## config.mk

```make
export PLATFORM = sky130hd
export DESIGN_NAME = alu_pipe
export DESIGN_NICKNAME = d
export VERILOG_FILES = /design/src/rtl/alu_pipe_pkg.sv /design/src/rtl/alu_pipe_comb.sv /design/src/rtl/alu_pipe.sv
export SDC_FILE = /design/constraint.sdc
export NUM_CORES = 1
export LEC_CHECK = 0
export BUFFER_PORTS_ARGS = -buffer_cell sky130_fd_sc_hd__buf_2
export CAP_MARGIN = 10
export CORE_AREA = 5 5 181 183
export CTS_CLUSTER_SIZE = 28
export DETAILED_ROUTE_END_ITERATION = 8
export DIE_AREA = 0 0 186 188
export PLACE_DENSITY_LB_ADDON = 0.25
export SYNTH_ARGS = -nofsm -noshare
export SYNTH_HDL_FRONTEND = slang
export SYNTH_SLANG_ARGS = --single-unit
```

## constraint.sdc

```tcl
create_clock -name clk -period 6.9 [get_ports clk]
set_input_delay 1.035 -clock clk [delete_from_list [all_inputs] [get_ports clk]]
set_output_delay 1.035 -clock clk [all_outputs]
set_load 0.05 [all_outputs]
```

## src/rtl/alu_pipe_pkg.sv

```systemverilog
// Shared types for the pipelined ALU: opcodes, flag bit positions and FSM states.
package alu_pipe_pkg;

    typedef enum logic [3:0] {
        OP_ADD,
        OP_SUB,
        OP_AND,
        OP_OR,
        OP_XOR,
        OP_NOT,
        OP_SHL,
        OP_SHR,
        OP_SAR,
        OP_ROL,
        OP_ROR,
        OP_SLT,
        OP_SLTU,
        OP_MUL,
        OP_RSV14,
        OP_RSV15
    } op_e;

    localparam int FLAG_Z = 3;
    localparam int FLAG_N = 2;
    localparam int FLAG_C = 1;
    localparam int FLAG_V = 0;

    typedef enum logic {
        ST_IDLE,
        ST_MUL
    } state_e;

endpackage

```

## src/rtl/alu_pipe_comb.sv

```systemverilog
// Combinational datapath for every single-cycle opcode.
// MUL and the reserved opcodes produce zero result and zero flags here.
module alu_pipe_comb
    import alu_pipe_pkg::*;
#(
    parameter int WIDTH = 16,
    parameter int SHW   = $clog2(WIDTH)
) (
    input  logic [WIDTH-1:0] a,
    input  logic [WIDTH-1:0] b,
    input  logic [3:0]       opcode,
    output logic [WIDTH-1:0] result,
    output logic [3:0]       flags
);

    logic [SHW-1:0]        sh;
    logic                  sh_nz;
    logic [WIDTH:0]        add_ext;
    logic [WIDTH-1:0]      sub_res;
    logic [WIDTH:0]        shl_ext;
    logic [WIDTH:0]        shr_ext;
    logic signed [WIDTH:0] sar_ext;
    logic [2*WIDTH-1:0]    rol_ext;
    logic [2*WIDTH-1:0]    ror_ext;
    logic                  c;
    logic                  v;
    logic                  no_flags;

    // Extra bit on the shifted-out side captures the last bit shifted out
    assign sh      = b[SHW-1:0];
    assign sh_nz   = |sh;
    assign add_ext = {1'b0, a} + {1'b0, b};
    assign sub_res = a - b;
    assign shl_ext = {1'b0, a} << sh;
    assign shr_ext = {a, 1'b0} >> sh;
    assign sar_ext = $signed({a, 1'b0}) >>> sh;
    assign rol_ext = {a, a} << sh;
    assign ror_ext = {a, a} >> sh;

    always_comb begin
        result   = '0;
        c        = 1'b0;
        v        = 1'b0;
        no_flags = 1'b0;
        unique case (op_e'(opcode))
            OP_ADD: begin
                result = add_ext[WIDTH-1:0];
                c      = add_ext[WIDTH];
                v      = (a[WIDTH-1] == b[WIDTH-1]) &&
                         (result[WIDTH-1] != a[WIDTH-1]);
            end
            OP_SUB: begin
                result = sub_res;
                c      = a < b;
                v      = (a[WIDTH-1] != b[WIDTH-1]) &&
                         (result[WIDTH-1] != a[WIDTH-1]);
            end
            OP_AND: result = a & b;
            OP_OR:  result = a | b;
            OP_XOR: result = a ^ b;
            OP_NOT: result = ~a;
            OP_SHL: begin
                result = shl_ext[WIDTH-1:0];
                c      = shl_ext[WIDTH];
            end
            OP_SHR: begin
                result = shr_ext[WIDTH:1];
                c      = shr_ext[0];
            end
            OP_SAR: begin
                result = sar_ext[WIDTH:1];
                c      = sar_ext[0];
            end
            OP_ROL: begin
                result = rol_ext[2*WIDTH-1:WIDTH];
                c      = sh_nz && result[0];
            end
            OP_ROR: begin
                result = ror_ext[WIDTH-1:0];
                c      = sh_nz && result[WIDTH-1];
            end
            OP_SLT:  result = WIDTH'($signed(a) < $signed(b));
            OP_SLTU: result = WIDTH'(a < b);
            OP_MUL, OP_RSV14, OP_RSV15: no_flags = 1'b1;
        endcase
    end

    always_comb begin
        flags = '0;
        if (!no_flags) begin
            flags[FLAG_Z] = (result == '0);
            flags[FLAG_N] = result[WIDTH-1];
            flags[FLAG_C] = c;
            flags[FLAG_V] = v;
        end
    end

endmodule

```

## src/rtl/alu_pipe.sv

```systemverilog
// Registered ALU with valid/ready handshakes and a shift-add multiplier FSM.
// Single-cycle ops land in the output register at the accepting edge.
module alu_pipe
    import alu_pipe_pkg::*;
#(
    parameter int WIDTH = 16
) (
    input  logic             clk,
    input  logic             rst,
    input  logic             in_valid,
    output logic             in_ready,
    input  logic [WIDTH-1:0] a,
    input  logic [WIDTH-1:0] b,
    input  logic [3:0]       opcode,
    output logic             out_valid,
    input  logic             out_ready,
    output logic [WIDTH-1:0] result,
    output logic [3:0]       flags
);

    localparam int SHW = $clog2(WIDTH);
    localparam logic [SHW:0] CNT_LAST = (SHW+1)'(WIDTH - 1);
    localparam logic [SHW:0] CNT_DONE = (SHW+1)'(WIDTH);

    state_e             state_q, state_d;
    logic [SHW:0]       cnt_q, cnt_d;
    logic [2*WIDTH-1:0] acc_q, acc_d;
    logic [2*WIDTH-1:0] mcand_q, mcand_d;
    logic [WIDTH-1:0]   mplier_q, mplier_d;
    logic               out_valid_q, out_valid_d;
    logic [WIDTH-1:0]   result_q, result_d;
    logic [3:0]         flags_q, flags_d;

    logic [WIDTH-1:0]   alu_result;
    logic [3:0]         alu_flags;
    logic               out_free;
    logic [2*WIDTH-1:0] acc_step;
    logic [2*WIDTH-1:0] prod;
    logic [3:0]         mul_flags;

    alu_pipe_comb #(
        .WIDTH (WIDTH),
        .SHW   (SHW)
    ) u_comb (
        .a      (a),
        .b      (b),
        .opcode (opcode),
        .result (alu_result),
        .flags  (alu_flags)
    );

    assign out_free  = !out_valid_q || out_ready;
    assign in_ready  = (state_q == ST_IDLE) && out_free;
    assign out_valid = out_valid_q;
    assign result    = result_q;
    assign flags     = flags_q;

    // The final step and the writeback share an edge to hit WIDTH-cycle latency
    assign acc_step = mplier_q[0] ? acc_q + mcand_q : acc_q;
    assign prod     = (cnt_q == CNT_DONE) ? acc_q : acc_step;

    always_comb begin
        mul_flags         = '0;
        mul_flags[FLAG_Z] = (prod[WIDTH-1:0] == '0);
        mul_flags[FLAG_N] = prod[WIDTH-1];
        mul_flags[FLAG_C] = |prod[2*WIDTH-1:WIDTH];
        mul_flags[FLAG_V] = |prod[2*WIDTH-1:WIDTH];
    end

    always_comb begin
        state_d     = state_q;
        cnt_d       = cnt_q;
        acc_d       = acc_q;
        mcand_d     = mcand_q;
        mplier_d    = mplier_q;
        out_valid_d = out_valid_q && !out_ready;
        result_d    = result_q;
        flags_d     = flags_q;
        unique case (state_q)
            ST_IDLE: begin
                if (in_valid && in_ready) begin
                    if (op_e'(opcode) == OP_MUL) begin
                        state_d  = ST_MUL;
                        cnt_d    = '0;
                        acc_d    = '0;
                        mcand_d  = {{WIDTH{1'b0}}, a};
                        mplier_d = b;
                    end else begin
                        out_valid_d = 1'b1;
                        result_d    = alu_result;
                        flags_d     = alu_flags;
                    end
                end
            end
            ST_MUL: begin
                if (cnt_q != CNT_DONE) begin
                    acc_d    = acc_step;
                    mcand_d  = mcand_q << 1;
                    mplier_d = mplier_q >> 1;
                    cnt_d    = cnt_q + 1'b1;
                end
                if (cnt_q >= CNT_LAST && out_free) begin
                    state_d     = ST_IDLE;
                    out_valid_d = 1'b1;
                    result_d    = prod[WIDTH-1:0];
                    flags_d     = mul_flags;
                end
            end
        endcase
    end

    always_ff @(posedge clk) begin
        if (rst) begin
            state_q     <= ST_IDLE;
            cnt_q       <= '0;
            acc_q       <= '0;
            mcand_q     <= '0;
            mplier_q    <= '0;
            out_valid_q <= 1'b0;
            result_q    <= '0;
            flags_q     <= '0;
        end else begin
            state_q     <= state_d;
            cnt_q       <= cnt_d;
            acc_q       <= acc_d;
            mcand_q     <= mcand_d;
            mplier_q    <= mplier_d;
            out_valid_q <= out_valid_d;
            result_q    <= result_d;
            flags_q     <= flags_d;
        end
    end

endmodule

```

**Yosys cells after proc, flatten, opt, wreduce, memory -nomap -nowiden**

Index checks and enable logic that the tools add are counted.

- Add/subtract/negate cells: 4
- Order comparisons: 3
- Equal/unequal tests: 26
- Shift-type cells: 5
- Multiplexer cells: 39
- Bitwise logic cells: 5
- Reductions and logical operators: 19

Operators by type and width:

| operator | count |
|---|---|
| $mux 32 | 8 |
| $pmux 16 s13 | 1 |
| $pmux 32 s2 | 2 |
| $mux 16 | 6 |
| $pmux 16 s2 | 2 |
| $add 32x32->32 | 1 |
| $eq 4x4->1 const B | 8 |
| $logic_not 16->1 | 2 |
| $lt 16x16->1 | 2 |
| $shl 32x4->32 | 1 |
| $shr 32x4->16 | 1 |
| $add 16x16->17 | 1 |
| $shl 16x4->17 | 1 |
| $shr 17x4->17 | 1 |
| $sshr 17x4->17 | 1 |
| $and 16x16->16 | 1 |
| $eq 4x3->1 const B | 4 |
| $mux 4 | 4 |
| $not 16->16 | 1 |
| $or 16x16->16 | 1 |
| $reduce_or 16->1 | 1 |
| $sub 16x16->16 | 1 |
| $xor 16x16->16 | 1 |
| $mux 5 | 3 |
| 23 further kinds | 46 |

- Bits in registers: 107
- Input bits: 40
- Output and inout port bits: 22
- Word-level logic and storage cells: 109

**Logic depth before layout (Yosys ltp)**

Gate-level depths: netlist of run 1.

- Depth in word-level cells: 8
- Gate-level depth with buffers: 15

**By module**

From an unflattened synthesis of run 1, not the netlist that was laid out.

- Cells, all modules: 1568
- Area, all modules: 12085.3 µm²

Modules (own cells, without submodules):

| module | instances | cells an instance | area each (µm²) | seq. area each (µm²) |
|---|---|---|---|---|
| alu_pipe | 1 | 830 | 6647.6 | 2142.1 |
| alu_pipe_comb | 1 | 738 | 5437.7 | 0.0 |

**Worst setup path before layout of run 1**

OpenSTA, ideal clock, no wires.

- Path kind: in2reg
- Start: input port b[2]
- End: register flags_q[3] (netlist: flags[3])
- Library setup time: 0.084 ns
- Arrival: 5.050 ns
- Required time: 6.816 ns
- Path slack: 1.766 ns
- Stages on the path: 15
- Path through: clkbuf_1 -> inv_1 -> clkbuf_1 -> buf_1 -> ha_1 -> or2_2 -> a221oi_1 -> o311ai_0 -> a2111oi_0 -> o41a_1 -> a21oi_1 -> nor4b_1 -> o32ai_1 -> or4b_1 -> o31ai_2

- Cells in the longest elaborated chain, start to end: 7

RTL lines:

| what | RTL line | source |
|---|---|---|
| from (decl) | alu_pipe.sv:13 | `input logic [WIDTH-1:0] b,` |
| $sub 16x16->16 (tied with other cells) | alu_pipe_comb.sv:33 | `assign sub_res = a - b;` |
| $pmux 16 s13 * | alu_pipe_comb.sv:45 | `unique case (op_e'(opcode))` |
| $logic_not 16->1 * | alu_pipe_comb.sv:91 | `flags[FLAG_Z] = (result == '0);` |
| $mux 4 * | alu_pipe_comb.sv:90 | `if (!no_flags) begin` |
| $mux 4 * | alu_pipe.sv:82 | `if (op_e'(opcode) == OP_MUL) begin` |
| $mux 4 * | alu_pipe.sv:81 | `if (in_valid && in_ready) begin` |
| $pmux 4 s2 * | alu_pipe.sv:79 | `unique case (state_q)` |
| to (signal assigned) | alu_pipe.sv:130 | `flags_q <= flags_d;` |
| to (decl) | alu_pipe.sv:32 | `logic [3:0] flags_q, flags_d;` |

Every way passes the cells marked *; elsewhere a longest branch is shown, timed or not. The select of a mux whose other input is x is not followed.
A chain may end at the register's enable or synchronous reset.

**Worst setup path in the final report of run 1**

- Start: input port b[0]
- End: register flags_q[3] (netlist: flags[3])

The elaborated chain is that of the path after synthesis.

==> results of run 1 <==
==> power by group <==
group | internal (mW) | leakage [nW] | switching [mW]
Clock | 0.256 | 0.137 | 0.258
Sequential | 0.636 | 0.868 | 0.0135
Combinational | 0.204 | 4.24 | 0.415
==> flip-flops by register name, summed over array words and instances, names as in the netlist <==
name	cells
mcand_q	32
result	16
state_q	1
out_valid	1
acc_q	32
flags	4
mplier_q	16
cnt_q	5
==> path summary, 6_finish.rpt <==
kind	to	cells past startpoint	start
setup / recovery	flags[3]$_SDFFE_PP0P_	10	b[0]
hold / removal	result[12]$_SDFFE_PP0P_	2	result[12]$_SDFFE_PP0P_
setup reg to reg	flags[0]$_SDFFE_PP0P_	12	mcand_q[0]$_SDFFE_PP0P_
hold reg to reg	result[12]$_SDFFE_PP0P_	2	result[12]$_SDFFE_PP0P_
==> layer usage <==
layer | wire, um | track usage (%) | part of all wire, % | vias up
li1 | - | - | - | 5918
met4 | 2000 | 10.1 | 4.3 | 0
met5 | 0 | 0 | 0 | -
met2 | 21300 | 41.1 | 46 | 541
met1 | 19900 | 35.0 | 43 | 6124
met3 | 3090 | 3.30 | 6.7 | 106
==> final cells by class <==
| class | instances | area share [%] |
|---|---|---|
| clock buffers | 10 | 1.85 |
| clock inverters | 5 | 0.291 |
| inverters | 59 | 1.72 |
| multi-input cells | 1292 | 71.6 |
| flip-flops and latches | 107 | 16.6 |
| well taps | 402 | 3.90 |
| repair buffers | 89 | 4.02 |
==> kinds of logic after synthesis <==
| group | count (synthesis) | synth area share [%] |
|---|---|---|
| compound gates | 516 | 29.6 |
| xor+xnor | 21 | 1.52 |
| fa+ha+maj | 93 | 9.78 |
| buf+inv | 201 | 6.46 |
| flops | 107 | 17.7 |
| mux | 131 | 14.0 |
| simple gates | 531 | 21.0 |
==> worst register-to-register path, delay by kind of cell, from the launching register on <==
family	cells	cell delay, ps
AOI/OAI and AO/OA	7	1760
DFF	1	360
and+or+nand+nor	3	1040
adders and majority gates	2	670
==> Yosys cell counts, types with 18 or more instances <==
cell type | count | area, um^2
nor2b_1 | 18 | 113
mux2i_1 | 86 | 861
ha_1 | 90 | 1130
o211ai_1 | 21 | 158
a211oi_1 | 54 | 405
a22oi_1 | 35 | 263
clkbuf_1 | 116 | 435
and3_1 | 21 | 131
nor2_1 | 177 | 664
nor3_1 | 31 | 155
mux4_2 | 29 | 653
inv_1 | 56 | 210
a21o_1 | 30 | 225
dfxtp_1 | 107 | 2140
nand3_1 | 46 | 230
o21ai_0 | 67 | 335
a21oi_1 | 117 | 586
nand2_1 | 134 | 503
==> results.toml, run 1 <==
[floorplanning]
num_rows = 65
core_mm2 = 0.0311
die_height_um = 188
die_area_mm2 = 0.0350
ios = 62
die_w_um = 186
start_util_pct = 39.0

[route]
vias = 12700
routed_wl_um = 46400
first_pass_iters = 5
drt_iter0_drc = 1260
antenna_left = 0
vias_per_cell = 6.46
route.detailed.drc = 0
routedWlPerCell_um = 23.6

[sta]
tightest_slew_ps = 1010
setup_tns_ps = 0
setup_slack_ps = 1740
fmax_ghz = 0.194
min_period_over_period_pct = 74.8
setup_viol_count_final = 0
period_minus_slack_ps = 5160
fin_skew_ps = 18.3
rsz0062_at_grt = "false"
hold_viol = 0
finalMaxSlewViolations = 0
whs_ps = 450
relSlewSlack_pct = 31.7

[clock_network]
hold_buffers = 0
max-clock-path-buffers = 2
cts_resized = 0
htree_levels = 3
cts_inserted_buffers = 9
clkLatencyLatePin_ps = 370
clkSlewWorstSetupHoldPaths_ps = 80
post-cts-setup-buffer-count = 0
cts_tree = "built"
clock_sinks = 107
cts-root-buf = "clkbuf_16"

[logic_synthesis]
synth_edf_count = 0
netlist_instances = 1600
synth-seq-cells = 107
yosysUniqueCellTypes = 86
syn_area_per_cell_um2 = 7.58
synth_fp_nets = 1733
ys_async_sr_fraction_pct = 0
yosysSeqAreaShare_pct = 17.7
yosysWarnings = 0
synth_ff_type = "dfxtp_1"
synth_area_mm2 = 0.0121

[critical_path]
path_buf_inv = 2
critPathKind = "in -> reg"
max_stage_delay_ps = 840
worst-path-max-fanout = 34
r2r_slack_ps = 2950
critPathLaunchType = "input port"
cp.arrival_ps = 5450
cp_top_family = "compound AO/OA/AOI/OAI gates"
critPathCaptureType = "flop"
cpMostUsedCell = "mux2i_1"
crit_slowest_cell = "a2111oi_0"
required_ps = 7180
cp_cell_sequence = "buf_2 -> buf_4 -> mux2i_1 -> mux2i_1 -> mux4_2 -> a2111oi_0 -> o211ai_1 -> or4_1 -> or4b_1 -> o31ai_2"

[min_path]
hold_class = "reg -> reg"

[grt]
antenna_found_initial = 0
grt_pass1_vias = 12000
grt_overflow = 0
grt_max_degree = 62
grt_pass1_wl_um = 71400
grt_util_all_layers_pct = 25.7

[placement]
dpl.hpwl_um = 34200
port_buffers = 61
gp_congestion = 0.975
dp_slack_ps = 1420
postPlaceCellArea_mm2 = 0.0126
placedCellCount = 1949

[pwr]
finalPower_mw = 1.78
power_density_mw_per_mm2 = 138
ir_drop_uv = 125
p_leak_nw = 5.24

[finish]
register_area_mm2 = 0.00214
final_cell_mix = "nor2_1, nand2_1, a21oi_1, dfxtp_1, ha_1"
diodes = 0
drive_above_1_share_pct = 11.2
fin_area_mm2 = 0.0129
nFillCells = 3221
final_common_cell = "nor2_1"
multi_input_comb_area_mm2 = 0.00922
num-nets-final = 1691
area_growth_pct = 6.24
final_util_pct = 41.5
fin_cells = 1964

[status]
status = "finished clean"

[run]
cap_violations = 0
Note: power is estimated with default switching activity, not from simulation.
==> run 2, diff against run 1 <==
- ABC_AREA: not set -> 1
- CORE_AREA: 5 5 181 183 -> 5 5 182 184
- DIE_AREA: 0 0 186 188 -> 0 0 187 189
- clock period: 6.9 -> 5.4 ns (I/O delays scaled with it)
==> run 2 against run 1 <==
Effect of this change:
- flip-flop and latch count stayed put
- sequential share of layout area is 0.34 points lower
- first-iteration DRC count is 8.6% higher
- largest cell class unchanged
- largest power group unchanged
==> results.toml, run 2 <==
[status]
status = "finished clean"

[floorplanning]
ios = 62
num_rows = 65
start_util_pct = 39.4
die_area_mm2 = 0.0353
die_height_um = 189
die_w_um = 187
core_mm2 = 0.0312

[min_path]
hold_class = "reg -> reg"
hold_start = "mplier_q[15]$_SDFFE_PP0P_"
min_path_cells = 2
hold_end = "mplier_q[15]$_SDFFE_PP0P_"

[logic_synthesis]
synth_top_area_cell = "nand2_1"
synth_common_cells = "nand2_1, nand3_1, inv_1, nor2_1, a21oi_1"
yosysUniqueCellTypes = 45
synth_fp_nets = 2396
ys_async_sr_fraction_pct = 0
netlist_instances = 2263
synth_area_mm2 = 0.0123
synth-seq-cells = 107
synth_ff_type = "dfxtp_1"
synth_top_area_share_pct = 26.3
yosysWarnings = 0
synth_edf_count = 0
yosysMostFrequentCell = "nand2_1"
syn_area_per_cell_um2 = 5.44
synthTopCellsByArea = "nand2_1, dfxtp_1, nand3_1"
yosysSeqAreaShare_pct = 17.4

[clock_network]
max-clock-path-buffers = 2
clock_sinks = 107
cts_tree = "built"
cts_inserted_buffers = 9
hold_buffers = 0
htree_levels = 3
cts_resized = 0
post-cts-setup-buffer-count = 0
clkLatencyLatePin_ps = 380
clkSlewWorstSetupHoldPaths_ps = 90
cts-root-buf = "clkbuf_16"

[finish]
drive_above_1_share_pct = 5.87
final_cell_mix = "nand2_1, nand3_1, inv_1, nor2_1, a21oi_1"
reg_top3 = "acc_q: 32 flops, mcand_q: 32 flops"
final_common_cell = "nand2_1"
diodes = 0
area_growth_pct = 6.89
num-nets-final = 2392

[route]
first_pass_iters = 5
route.detailed.drc = 0
drt_iter0_drc = 1368
routedWlPerCell_um = 20.4
wl_met3_um = 3210
top_layer = "met4"
met2_length_um = 25400
vias_per_cell = 5.60
met1_length_um = 23200
antenna_left = 0
vias = 14900
routed_wl_um = 54300

[critical_path]
cp.arrival_ps = 3680
critPathCaptureType = "flop"
r2r_slack_ps = 2120
required_ps = 5650
worst_r2r_startpoint = "acc_q[0]$_SDFFE_PP0P_"
critPathKind = "in -> reg"
r2r_end = "flags[0]$_SDFFE_PP0P_"
critPathLaunchType = "input port"
worst-path-max-fanout = 9
r2r_cells = 18

[grt]
grt_util_all_layers_pct = 29.9
grt_pass1_vias = 14200
grt_max_degree = 64
antenna_found_initial = 0
grt_pass1_wl_um = 83500
grt_overflow = 0

[pwr]
sw_frac_of_total_pct = 41.3
power_frac_seq_pct = 36.3
ir_drop_uv = 158
switchingPower_mw = 0.959
p_leak_nw = 6.74
power_density_mw_per_mm2 = 176
p_int_mw = 1.36
power_frac_comb_pct = 33.6
clkPwrFrac_pct = 30.1

[sta]
relSlewSlack_pct = 23.8
fmax_ghz = 0.292
min_period_over_period_pct = 63.5
period_minus_slack_ps = 3430
finalMaxSlewViolations = 0
rsz0062_at_grt = "false"
setup_tns_ps = 0
hold_viol = 0
tightest_slew_ps = 1140
fin_skew_ps = 25.3
whs_ps = 462
setup_viol_count_final = 0

[placement]
dpl.hpwl_um = 42700
gp_congestion = 1.00
port_buffers = 61

[run]
cap_violations = 0
run 2: per-stage QoR:
step                utilization (%)  total power, mW  setup WS (ps)  cells  area (um^2)
detailed placement             41.1             1.62           1690   2650        12900
global placement               41.1             1.63           1660   2650        12900
finish                         42.1             2.32           1970   2666        13200
global route                   42.1             2.44           1860   2666        13200
floorplan                         -             1.36           2240   2263        12300
CTS                            42.1             2.32           2090   2666        13200
run 2: final cells by class:
| type | count | area, um^2 |
|---|---|---|
| Clock buffer | 10 | 239 |
| Clock inverter | 6 | 63.8 |
| Fill cell | 3608 | 18100 |
| Inverter | 245 | 920 |
| Multi-Input combinational cell | 1816 | 8840 |
| Sequential cell | 107 | 2140 |
| Tap cell | 402 | 503 |
| Timing Repair Buffer | 80 | 448 |
run 2: cell families (layout without fill, tap and decap cells):
group | Yosys count | in the layout | share of synthesized area [%]
AO/OA/AOI/OAI | 359 | 359 | 16.2
XOR/XNOR | 13 | 13 | 0.925
adder cells (fa/ha/maj) | 93 | 93 | 9.64
buffers and inverters | 340 | 341 | 10.9
flip-flops | 107 | 107 | 17.4
AND/OR/NAND/NOR | 1351 | 1351 | 44.9
run 2: critical path, stage by stage:
cell and delay (ps):
buf_2 290, inv_1 80, ha_1 480, inv_1 160, a21oi_1 170, o21ai_2 120
nand3_1 140, nand2_1 160, nand2_1 120, nand2_1 70, a21oi_1 320, nand2_1 90
a21oi_1 150, nand2_1 130, o21bai_1 280, a21oi_1 100
run 2: worst max path at each step:
| stage | start | endpoint | depth (start not counted) | slack (ps) |
|---|---|---|---|---|
| floorplan | b[3] | flags[3]$_SDFFE_PP0P_ | 19 | 2240 |
| global placement | a[2] | result[13]$_SDFFE_PP0P_ | 16 | 1660 |
| detailed placement | a[2] | result[13]$_SDFFE_PP0P_ | 16 | 1690 |
| CTS | a[2] | result[13]$_SDFFE_PP0P_ | 16 | 2090 |
| global route | a[3] | flags[3]$_SDFFE_PP0P_ | 17 | 1860 |
| finish | a[2] | result[13]$_SDFFE_PP0P_ | 16 | 1970 |
run 2: routing by layer:
layer	global-route usage, %	up-vias
li1	-	7339
met1	37.8	6913
met2	51.7	557
met3	3.39	110
met4	12.9	0
met5	0	-
run 2: power by group through the flow:
stage / sequential [mW] / clock [mW] / combinational (mW)
2_1_floorplan: 0.901 / 0 / 0.462
3_3_place_gp: 0.861 / 0 / 0.768
3_5_place_dp: 0.859 / 0 / 0.763
4_1_cts: 0.842 / 0.716 / 0.766
5_1_grt: 0.845 / 0.741 / 0.850
6_report: 0.842 / 0.699 / 0.779
